<file path="src/rtl/pool_engine_if.sv">
// Stream and control bundle for one pooling lane: start/config, element stream, result.
// Element handshake: a transfer happens on a rising edge where data_valid && data_ready; the source holds data until then.
interface pool_engine_if #(
  parameter int CNT_W = 32
);
  logic             pool_ready;
  logic             mode;
  logic [CNT_W-1:0] op_num;
  logic [15:0]      recip;
  logic [15:0]      data;
  logic             data_valid;
  logic             data_ready;
  logic [15:0]      result;
  logic             pool_valid;
  logic             busy;

  modport master (
    output pool_ready, mode, op_num, recip, data, data_valid,
    input  data_ready, result, pool_valid, busy
  );

  modport slave (
    input  pool_ready, mode, op_num, recip, data, data_valid,
    output data_ready, result, pool_valid, busy
  );
endinterface

</file>
<file path="src/rtl/pool_engine.sv">
// FP16 pooling lane: MAX in one pass, AVE as a serial accumulate through a fixed-latency
// adder followed by one multiply with the supplied reciprocal.
module pool_engine #(
  parameter int ADD_LAT = 4,
  parameter int MUL_LAT = 4,
  parameter int CNT_W   = 32
) (
  input  logic         clk,
  input  logic         rst,
  pool_engine_if.slave pif,
  output logic [2:0]   state_o
);
  typedef enum logic [2:0] {IDLE, LOAD, ADD_WAIT, SCALE, DONE} state_t;

  state_t           state_q, state_d;
  logic             mode_q, mode_d;
  logic [15:0]      recip_q, recip_d, acc_q, acc_d, max_q, max_d, result_q, result_d;
  logic [CNT_W-1:0] remain_q, remain_d;
  logic [15:0]      add_pipe_q [ADD_LAT];
  logic [15:0]      mul_pipe_q [MUL_LAT];
  logic [ADD_LAT-1:0] add_vld_q;
  logic [MUL_LAT-1:0] mul_vld_q;
  logic             add_nd, mul_nd, xfer;
  logic [15:0]      max_nx;

  // m = hidden.frac[9:0].guard.round.sticky, e = exponent (>=1); round to nearest even.
  function automatic logic [15:0] round_pack(input logic s, input logic [6:0] e, input logic [13:0] m);
    logic [11:0] mt;
    logic [6:0]  ef;
    logic        rnd;
    rnd = m[2] & (m[1] | m[0] | m[3]);
    mt  = {1'b0, m[13:3]} + {11'd0, rnd};
    ef  = e;
    if (mt[11]) begin
      mt = mt >> 1;
      ef = ef + 7'd1;
    end
    if (!mt[10]) ef = 7'd0;
    if (ef >= 7'd31) return {s, 15'h7C00};
    return {s, ef[4:0], mt[9:0]};
  endfunction

  function automatic logic is_nan(input logic [15:0] a);
    return (a[14:10] == 5'h1F) && (a[9:0] != 10'd0);
  endfunction

  function automatic logic [15:0] fp16_add(input logic [15:0] a, input logic [15:0] b);
    logic [15:0] x, y;
    logic [4:0]  ex, ey, d;
    logic [10:0] mx, my;
    logic [13:0] xm, ym, m;
    logic [24:0] t;
    logic [14:0] sum;
    logic [6:0]  e;
    if (is_nan(a) || is_nan(b)) return 16'h7E00;
    if (a[14:10] == 5'h1F && b[14:10] == 5'h1F && a[15] != b[15]) return 16'h7E00;
    if (a[14:10] == 5'h1F) return a;
    if (b[14:10] == 5'h1F) return b;
    if (a[14:0] >= b[14:0]) begin x = a; y = b; end
    else begin x = b; y = a; end
    ex = (x[14:10] == 5'd0) ? 5'd1 : x[14:10];
    ey = (y[14:10] == 5'd0) ? 5'd1 : y[14:10];
    mx = {x[14:10] != 5'd0, x[9:0]};
    my = {y[14:10] != 5'd0, y[9:0]};
    d  = ex - ey;
    xm = {mx, 3'b000};
    t  = {my, 14'd0} >> d;
    ym = (d > 5'd13) ? {13'd0, |my} : {t[24:12], t[11] | (|t[10:0])};
    e  = {2'b00, ex};
    if (x[15] == y[15]) begin
      sum = {1'b0, xm} + {1'b0, ym};
      if (sum[14]) begin
        m = {sum[14:2], sum[1] | sum[0]};
        e = e + 7'd1;
      end else begin
        m = sum[13:0];
      end
    end else begin
      m = xm - ym;
      if (m == 14'd0) return 16'h0000;
      for (int i = 0; i < 13; i++) begin
        if (!m[13] && e > 7'd1) begin
          m = m << 1;
          e = e - 7'd1;
        end
      end
    end
    return round_pack(x[15], e, m);
  endfunction

  function automatic logic [15:0] fp16_mul(input logic [15:0] a, input logic [15:0] b);
    logic              s;
    logic [4:0]        ea, eb;
    logic [21:0]       p;
    logic signed [7:0] e;
    s = a[15] ^ b[15];
    if (is_nan(a) || is_nan(b)) return 16'h7E00;
    if (a[14:10] == 5'h1F) return (b[14:0] == 15'd0) ? 16'h7E00 : {s, 15'h7C00};
    if (b[14:10] == 5'h1F) return (a[14:0] == 15'd0) ? 16'h7E00 : {s, 15'h7C00};
    if (a[14:0] == 15'd0 || b[14:0] == 15'd0) return {s, 15'd0};
    ea = (a[14:10] == 5'd0) ? 5'd1 : a[14:10];
    eb = (b[14:10] == 5'd0) ? 5'd1 : b[14:10];
    p  = {11'd0, a[14:10] != 5'd0, a[9:0]} * {11'd0, b[14:10] != 5'd0, b[9:0]};
    e  = $signed({3'b000, ea}) + $signed({3'b000, eb}) - 8'sd14;
    for (int i = 0; i < 22; i++) begin
      if (!p[21] && e > 8'sd1) begin
        p = p << 1;
        e = e - 8'sd1;
      end
    end
    // Below the normal range: denormalise, keeping shifted-out bits as sticky.
    for (int i = 0; i < 26; i++) begin
      if (e < 8'sd1) begin
        p = {1'b0, p[21:1]} | {21'd0, p[0]};
        e = e + 8'sd1;
      end
    end
    if (e > 8'sd30) return {s, 15'h7C00};
    return round_pack(s, e[6:0], {p[21:11], p[10], p[9], |p[8:0]});
  endfunction

  // Strict sign-magnitude greater-than; a NaN candidate never wins and +0 == -0.
  function automatic logic fp16_gt(input logic [15:0] a, input logic [15:0] b);
    if (is_nan(a)) return 1'b0;
    if (a[14:0] == 15'd0 && b[14:0] == 15'd0) return 1'b0;
    if (a[15] != b[15]) return b[15];
    if (!a[15]) return a[14:0] > b[14:0];
    return a[14:0] < b[14:0];
  endfunction

  always_comb begin
    state_d  = state_q;
    mode_d   = mode_q;
    recip_d  = recip_q;
    acc_d    = acc_q;
    max_d    = max_q;
    remain_d = remain_q;
    result_d = result_q;
    add_nd   = 1'b0;
    mul_nd   = 1'b0;
    xfer     = (state_q == LOAD) && pif.data_valid;
    max_nx   = fp16_gt(pif.data, max_q) ? pif.data : max_q;
    case (state_q)
      IDLE: begin
        if (pif.pool_ready) begin
          mode_d   = pif.mode;
          recip_d  = pif.recip;
          remain_d = pif.op_num;
          acc_d    = 16'h0000;
          max_d    = 16'hFC00;
          if (pif.op_num == '0) begin
            result_d = 16'h0000;
            state_d  = DONE;
          end else begin
            state_d  = LOAD;
          end
        end
      end
      LOAD: begin
        if (xfer) begin
          if (remain_q != '0) remain_d = remain_q - 1'b1;
          if (mode_q) begin
            max_d = max_nx;
            if (remain_q <= 1) begin
              result_d = max_nx;
              state_d  = DONE;
            end
          end else begin
            add_nd  = 1'b1;
            state_d = ADD_WAIT;
          end
        end
      end
      ADD_WAIT: begin
        if (add_vld_q[ADD_LAT-1]) begin
          acc_d   = add_pipe_q[ADD_LAT-1];
          state_d = (remain_q != '0) ? LOAD : SCALE;
        end
      end
      SCALE: begin
        // Nothing in flight means this is the entry cycle: issue the single product.
        mul_nd = (mul_vld_q == '0);
        if (mul_vld_q[MUL_LAT-1]) begin
          result_d = mul_pipe_q[MUL_LAT-1];
          state_d  = DONE;
        end
      end
      DONE:    state_d = IDLE;
      default: state_d = IDLE;
    endcase
  end

  always_ff @(posedge clk) begin
    if (rst) begin
      state_q  <= IDLE;
      mode_q   <= 1'b0;
      recip_q  <= 16'h0000;
      acc_q    <= 16'h0000;
      max_q    <= 16'h0000;
      remain_q <= '0;
      result_q <= 16'h0000;
    end else begin
      state_q  <= state_d;
      mode_q   <= mode_d;
      recip_q  <= recip_d;
      acc_q    <= acc_d;
      max_q    <= max_d;
      remain_q <= remain_d;
      result_q <= result_d;
    end
  end

  always_ff @(posedge clk) begin
    if (rst) begin
      add_vld_q <= '0;
      mul_vld_q <= '0;
      for (int i = 0; i < ADD_LAT; i++) add_pipe_q[i] <= 16'h0000;
      for (int i = 0; i < MUL_LAT; i++) mul_pipe_q[i] <= 16'h0000;
    end else begin
      add_vld_q[0]  <= add_nd;
      add_pipe_q[0] <= fp16_add(acc_q, pif.data);
      for (int i = 1; i < ADD_LAT; i++) begin
        add_vld_q[i]  <= add_vld_q[i-1];
        add_pipe_q[i] <= add_pipe_q[i-1];
      end
      mul_vld_q[0]  <= mul_nd;
      mul_pipe_q[0] <= fp16_mul(acc_q, recip_q);
      for (int i = 1; i < MUL_LAT; i++) begin
        mul_vld_q[i]  <= mul_vld_q[i-1];
        mul_pipe_q[i] <= mul_pipe_q[i-1];
      end
    end
  end

  assign pif.data_ready = (state_q == LOAD);
  assign pif.pool_valid = (state_q == DONE);
  assign pif.busy       = (state_q != IDLE);
  assign pif.result     = result_q;
  assign state_o        = state_q;
endmodule
</file>
<file path="src/flat_wrapper.sv">
// flat-port wrapper written by rule: the top's interface ports become plain ports
module pool_engine_flat 
#(
  parameter int ADD_LAT = 4,
  parameter int MUL_LAT = 4,
  parameter int CNT_W   = 32
)
  (clk, rst, state_o, pif_pool_ready, pif_mode, pif_op_num, pif_recip, pif_data, pif_data_valid, pif_data_ready, pif_result, pif_pool_valid, pif_busy);
  pool_engine_if #(.CNT_W(CNT_W)) pif_i ();
  input  logic clk;
  input  logic rst;
  output logic [2:0] state_o;
  input wire logic [$bits(pif_i.pool_ready)-1:0] pif_pool_ready;
  input wire logic [$bits(pif_i.mode)-1:0] pif_mode;
  input wire logic [$bits(pif_i.op_num)-1:0] pif_op_num;
  input wire logic [$bits(pif_i.recip)-1:0] pif_recip;
  input wire logic [$bits(pif_i.data)-1:0] pif_data;
  input wire logic [$bits(pif_i.data_valid)-1:0] pif_data_valid;
  output wire logic [$bits(pif_i.data_ready)-1:0] pif_data_ready;
  output wire logic [$bits(pif_i.result)-1:0] pif_result;
  output wire logic [$bits(pif_i.pool_valid)-1:0] pif_pool_valid;
  output wire logic [$bits(pif_i.busy)-1:0] pif_busy;
  assign pif_i.pool_ready = pif_pool_ready;
  assign pif_i.mode = pif_mode;
  assign pif_i.op_num = pif_op_num;
  assign pif_i.recip = pif_recip;
  assign pif_i.data = pif_data;
  assign pif_i.data_valid = pif_data_valid;
  assign pif_data_ready = pif_i.data_ready;
  assign pif_result = pif_i.result;
  assign pif_pool_valid = pif_i.pool_valid;
  assign pif_busy = pif_i.busy;
  pool_engine #(.ADD_LAT(ADD_LAT), .MUL_LAT(MUL_LAT), .CNT_W(CNT_W)) u_core (.clk(clk), .rst(rst), .pif(pif_i), .state_o(state_o));
endmodule
</file>
<file path="config.mk">
export PLATFORM = sky130hd
export DESIGN_NAME = pool_engine_flat
export DESIGN_NICKNAME = d
export VERILOG_FILES = /design/src/rtl/pool_engine_if.sv /design/src/rtl/pool_engine.sv /design/src/flat_wrapper.sv
export SDC_FILE = /design/constraint.sdc
export NUM_CORES = 1
export LEC_CHECK = 0
export ABC_AREA = 1
export BUFFER_PORTS_ARGS = -buffer_cell sky130_fd_sc_hd__buf_4
export CORE_MARGIN = 5
export CORE_UTILIZATION = 50
export DETAILED_ROUTE_END_ITERATION = 7
export GPL_TIMING_DRIVEN = 0
export PLACE_DENSITY_LB_ADDON = 0.12
export SLEW_MARGIN = 0
export SYNTH_ARGS = -nofsm -noshare
export SYNTH_HDL_FRONTEND = slang
export SYNTH_SLANG_ARGS = --single-unit
</file>
<file path="constraint.sdc">
create_clock -name clk -period 55.4 [get_ports clk]
set_input_delay 8.31 -clock clk [delete_from_list [all_inputs] [get_ports clk]]
set_output_delay 8.31 -clock clk [all_outputs]
set_load 0.05 [all_outputs]
</file>
==> impl_results.md <==
* Status: completed
* Routed Antenna Nets at 0
* FF-to-FF setup slack at 3.50 ns
* Critical path arrival at 52.39 ns
* Top-count cell post-synth: nand2_1
* Reg2Reg Depth at a little over 400
* Initial DRT Pass Iterations at 5
* Hold Crit Start: u_core.mul_pipe_q[2][14]
* Crit path buf inv count at between 90 and 100
* Yosys reg bits at 236
* Top post-synthesis cells by area: nand2_1 (15%), inv_1 (12%), o21ai_0 (9.5%), dfxtp_1 (8.6%), ha_1 (5.8%)
* Clk Tree Root Cell: clkbuf_16
* Horiz. Die Dim at 342 um
* Syn Area/Cell at 5.86 sq um
* Most frequent CP cell: nand2_4
* Combinational family with the most area after synthesis: simple AND/OR/NAND/NOR gates
* Reg clk slew, reported paths at roughly 0.060 ns
* Fin area at 60100 sq um
* Top-Level Pins at 91
* Crit path max-delay cell type: fa_1
* Period utilization at 93.7%
* RePlAce Congestion at 0.918
* Sequential-to-total area share from yosys stat at 8.55%
* Crit Path Max Fanout at 10
* Avg Vias per Cell at 4.95
* Crit. End Element: flop
* Critical path's top delay family: simple AND/OR/NAND/NOR gates
* R2r endpoint: u_core.mul_pipe_q[0][13]
* Worst path max stage delay at 0.58 ns
* Top cells by count, synth: nand2_1 (2195), inv_1 (1700), o21ai_0 (1045)
* # clock sinks at roughly 240
* Compound-Gate Fraction of Synth Area at 16.7%
* Final setup vio count at 0
* Die area at 117000 sq um
* YS warnings at 0
* Rel. slew slack at 24.0%
* Initial core utilization at 50.1%
* I/O Buffers at 89
* Synth Area in Adders at between 8 and 9%
* Cells after Synth at 9424
* Share of layout cells above drive strength 1 at 18.3%
* Post-Synth Simple-Gate Area at 44.0%
* Max-slew violations at 0
* Setup TNS after final layout at 0 ns
* GRT Overall Usage at a little under a quarter
* First-pass GRT wire length at 232 mm
* H-tree lvl count at 1
* Hold Crit Endpoint: u_core.mul_pipe_q[3][14]
* Grt ovf at 0
* EDFF count, synth at 0
* XOR/XNOR share of the synthesized area at 3.56%
* Largest area contributor in the netlist: nand2_1
* Initial antenna violation count at 0
* Total Routed Length at 140 mm
* Crit path time final at 51.90 ns
* Drc violations at 0
* Clk Latency, worst-skew pair at 0.55 ns
* Final Hold Violating Endpoints at 0
* Placed wire-length estimate at 117 mm
* Routed vias at 55200
* Max Clock Freq at slightly below 20 MHz
* Worst hold path class: flop to flop
* WL per Instance at around 13 um
* Pin count of the biggest net entering global routing at 15
* RR Startpoint: u_core.acc_q[12]
* Setup CP Type: flop to flop
* MaxCap Viol Count at 0
* Inserted Diodes at 0
* Critical path depth in cells at 414
* Core Region at 110000 sq um
* Mapped cell area at 55200 sq um
* WP data required at 55.88 ns
* Critical Path Start Type: flop
* Post-synth top flop: dfxtp_1
* CTS Buf Count at 25
* CP startpoint: u_core.acc_q[12]
* Cell Rows at 122
* Vias in the first global route at 50100
* Post-synthesis mux area share at 0.279%
* Netlist cell types at 90
* Hold Crit Depth at 2
* TritonCTS clock tree: done
* Filler cells at 11600
* Worst Tran Pin Value at approximately 1.1 ns
* Post-synth ARST share at 0%
* Hold Buf Count CTS at 0
* Max Root-Sink Buffers at 3
* Final net count at 10100
* Post-Route Skew at 0.0167 ns
* Area of placed instances at 57800 sq um
* Area Growth Syn to Fin at 8.89%
* Syn Nets at 9830
* Post-synth top area share at 14.9%
* Chip height at ~340 um
* Initial drt markers at between 2000 and 3000
[metal layers]
| layer | vias to the layer above | part of all wire (%) | GRT usage, % |
|---|---|---|---|
| li1 | 29900 | - | - |
| met1 | 24300 | 45 | 28.0 |
| met2 | 867 | 49 | 42.7 |
| met3 | 196 | 3.3 | 1.54 |
| met4 | 0 | 2.9 | 6.00 |
| met5 | - | 0 | 0 |
[cells by family (layout without fill, tap and decap cells)]
group,count (synthesis),count (layout)
fa+ha+maj,337,337
compound gates,1678,1678
xor+xnor,196,196
mux,15,15
flops,236,236
simple gates,4724,4725
buf+inv,2238,2474
[worst min-delay path, cell delays in order, from the launching register on]
cell and delay, ns:
dfxtp_1 0.29, inv_1 0.04, nor2_1 0.03
[repair_timing]
action                     4_1_cts  5_1_grt
cloned                           0        1
setup endpoints to repair       15       15
gates resized for setup         48      117
pin swaps                        9       41
setup buffers                   20       82
[stage by stage]
step                worst slack [ns]  std cells  hold slack, ns  utilization (%)
CTS                          0.00881      11100           0.389             53.5
detailed placement             -3.02      11000           0.392             52.4
global placement               -2.47      11000           0.391             52.4
finish                          3.50      11100           0.396             54.6
floorplan                       4.77       9424           0.388                -
global route                  -0.294      11100           0.411             54.6
[flip-flops by register name, indices dropped and copies added, names as in the netlist]
| signal | cells |
|---|---|
| u_core.acc_q | 16 |
| u_core.add_pipe_q | 64 |
| u_core.add_vld_q | 4 |
| u_core.max_q | 16 |
| u_core.mode_q | 1 |
| u_core.mul_pipe_q | 64 |
| u_core.mul_vld_q | 4 |
| u_core.pif.result | 16 |
| u_core.recip_q | 16 |
| u_core.remain_q | 32 |
| u_core.state_o | 3 |
[placed cells by master (no fill, tap or decap), types with 79 or more instances in the layout]
cell,count
buf_4,198
clkbuf_1,206
fa_1,83
nand2_4,267
dfxtp_1,225
nor2_1,715
nand3_2,79
a21oi_1,341
nand3_1,441
xor2_1,140
nand4_1,192
nand2_2,355
inv_2,114
ha_1,230
nor2_2,176
nand2_1,2193
inv_1,1689
o21ai_0,1043
[cell type report]
class                      instances  area (sq um)  area share, %
multi-input combinational       6951         41100           68.4
inverter                        1883          7450           12.4
sequential                       236          4750           7.90
buffer                           355          2610           4.33
tap                             1488          1860           3.10
timing repair buffer             192          1470           2.44
clock buffer                      33           686           1.14
clock inverter                    11           204          0.339
[worst max path at each step]
stage                                to  slack (ns)
3_3_place_gp    u_core.mul_pipe_q[0][7]       -2.47
5_1_grt        u_core.mul_pipe_q[0][12]       -0.29
2_1_floorplan   u_core.mul_pipe_q[0][0]        4.77
6_report       u_core.mul_pipe_q[0][13]        3.50
4_1_cts         u_core.mul_pipe_q[0][7]       0.009
3_5_place_dp    u_core.mul_pipe_q[0][7]       -3.02
Power is not shown: default switching activity piles up to over one toggle a cycle in this logic, so the estimate is an artifact.
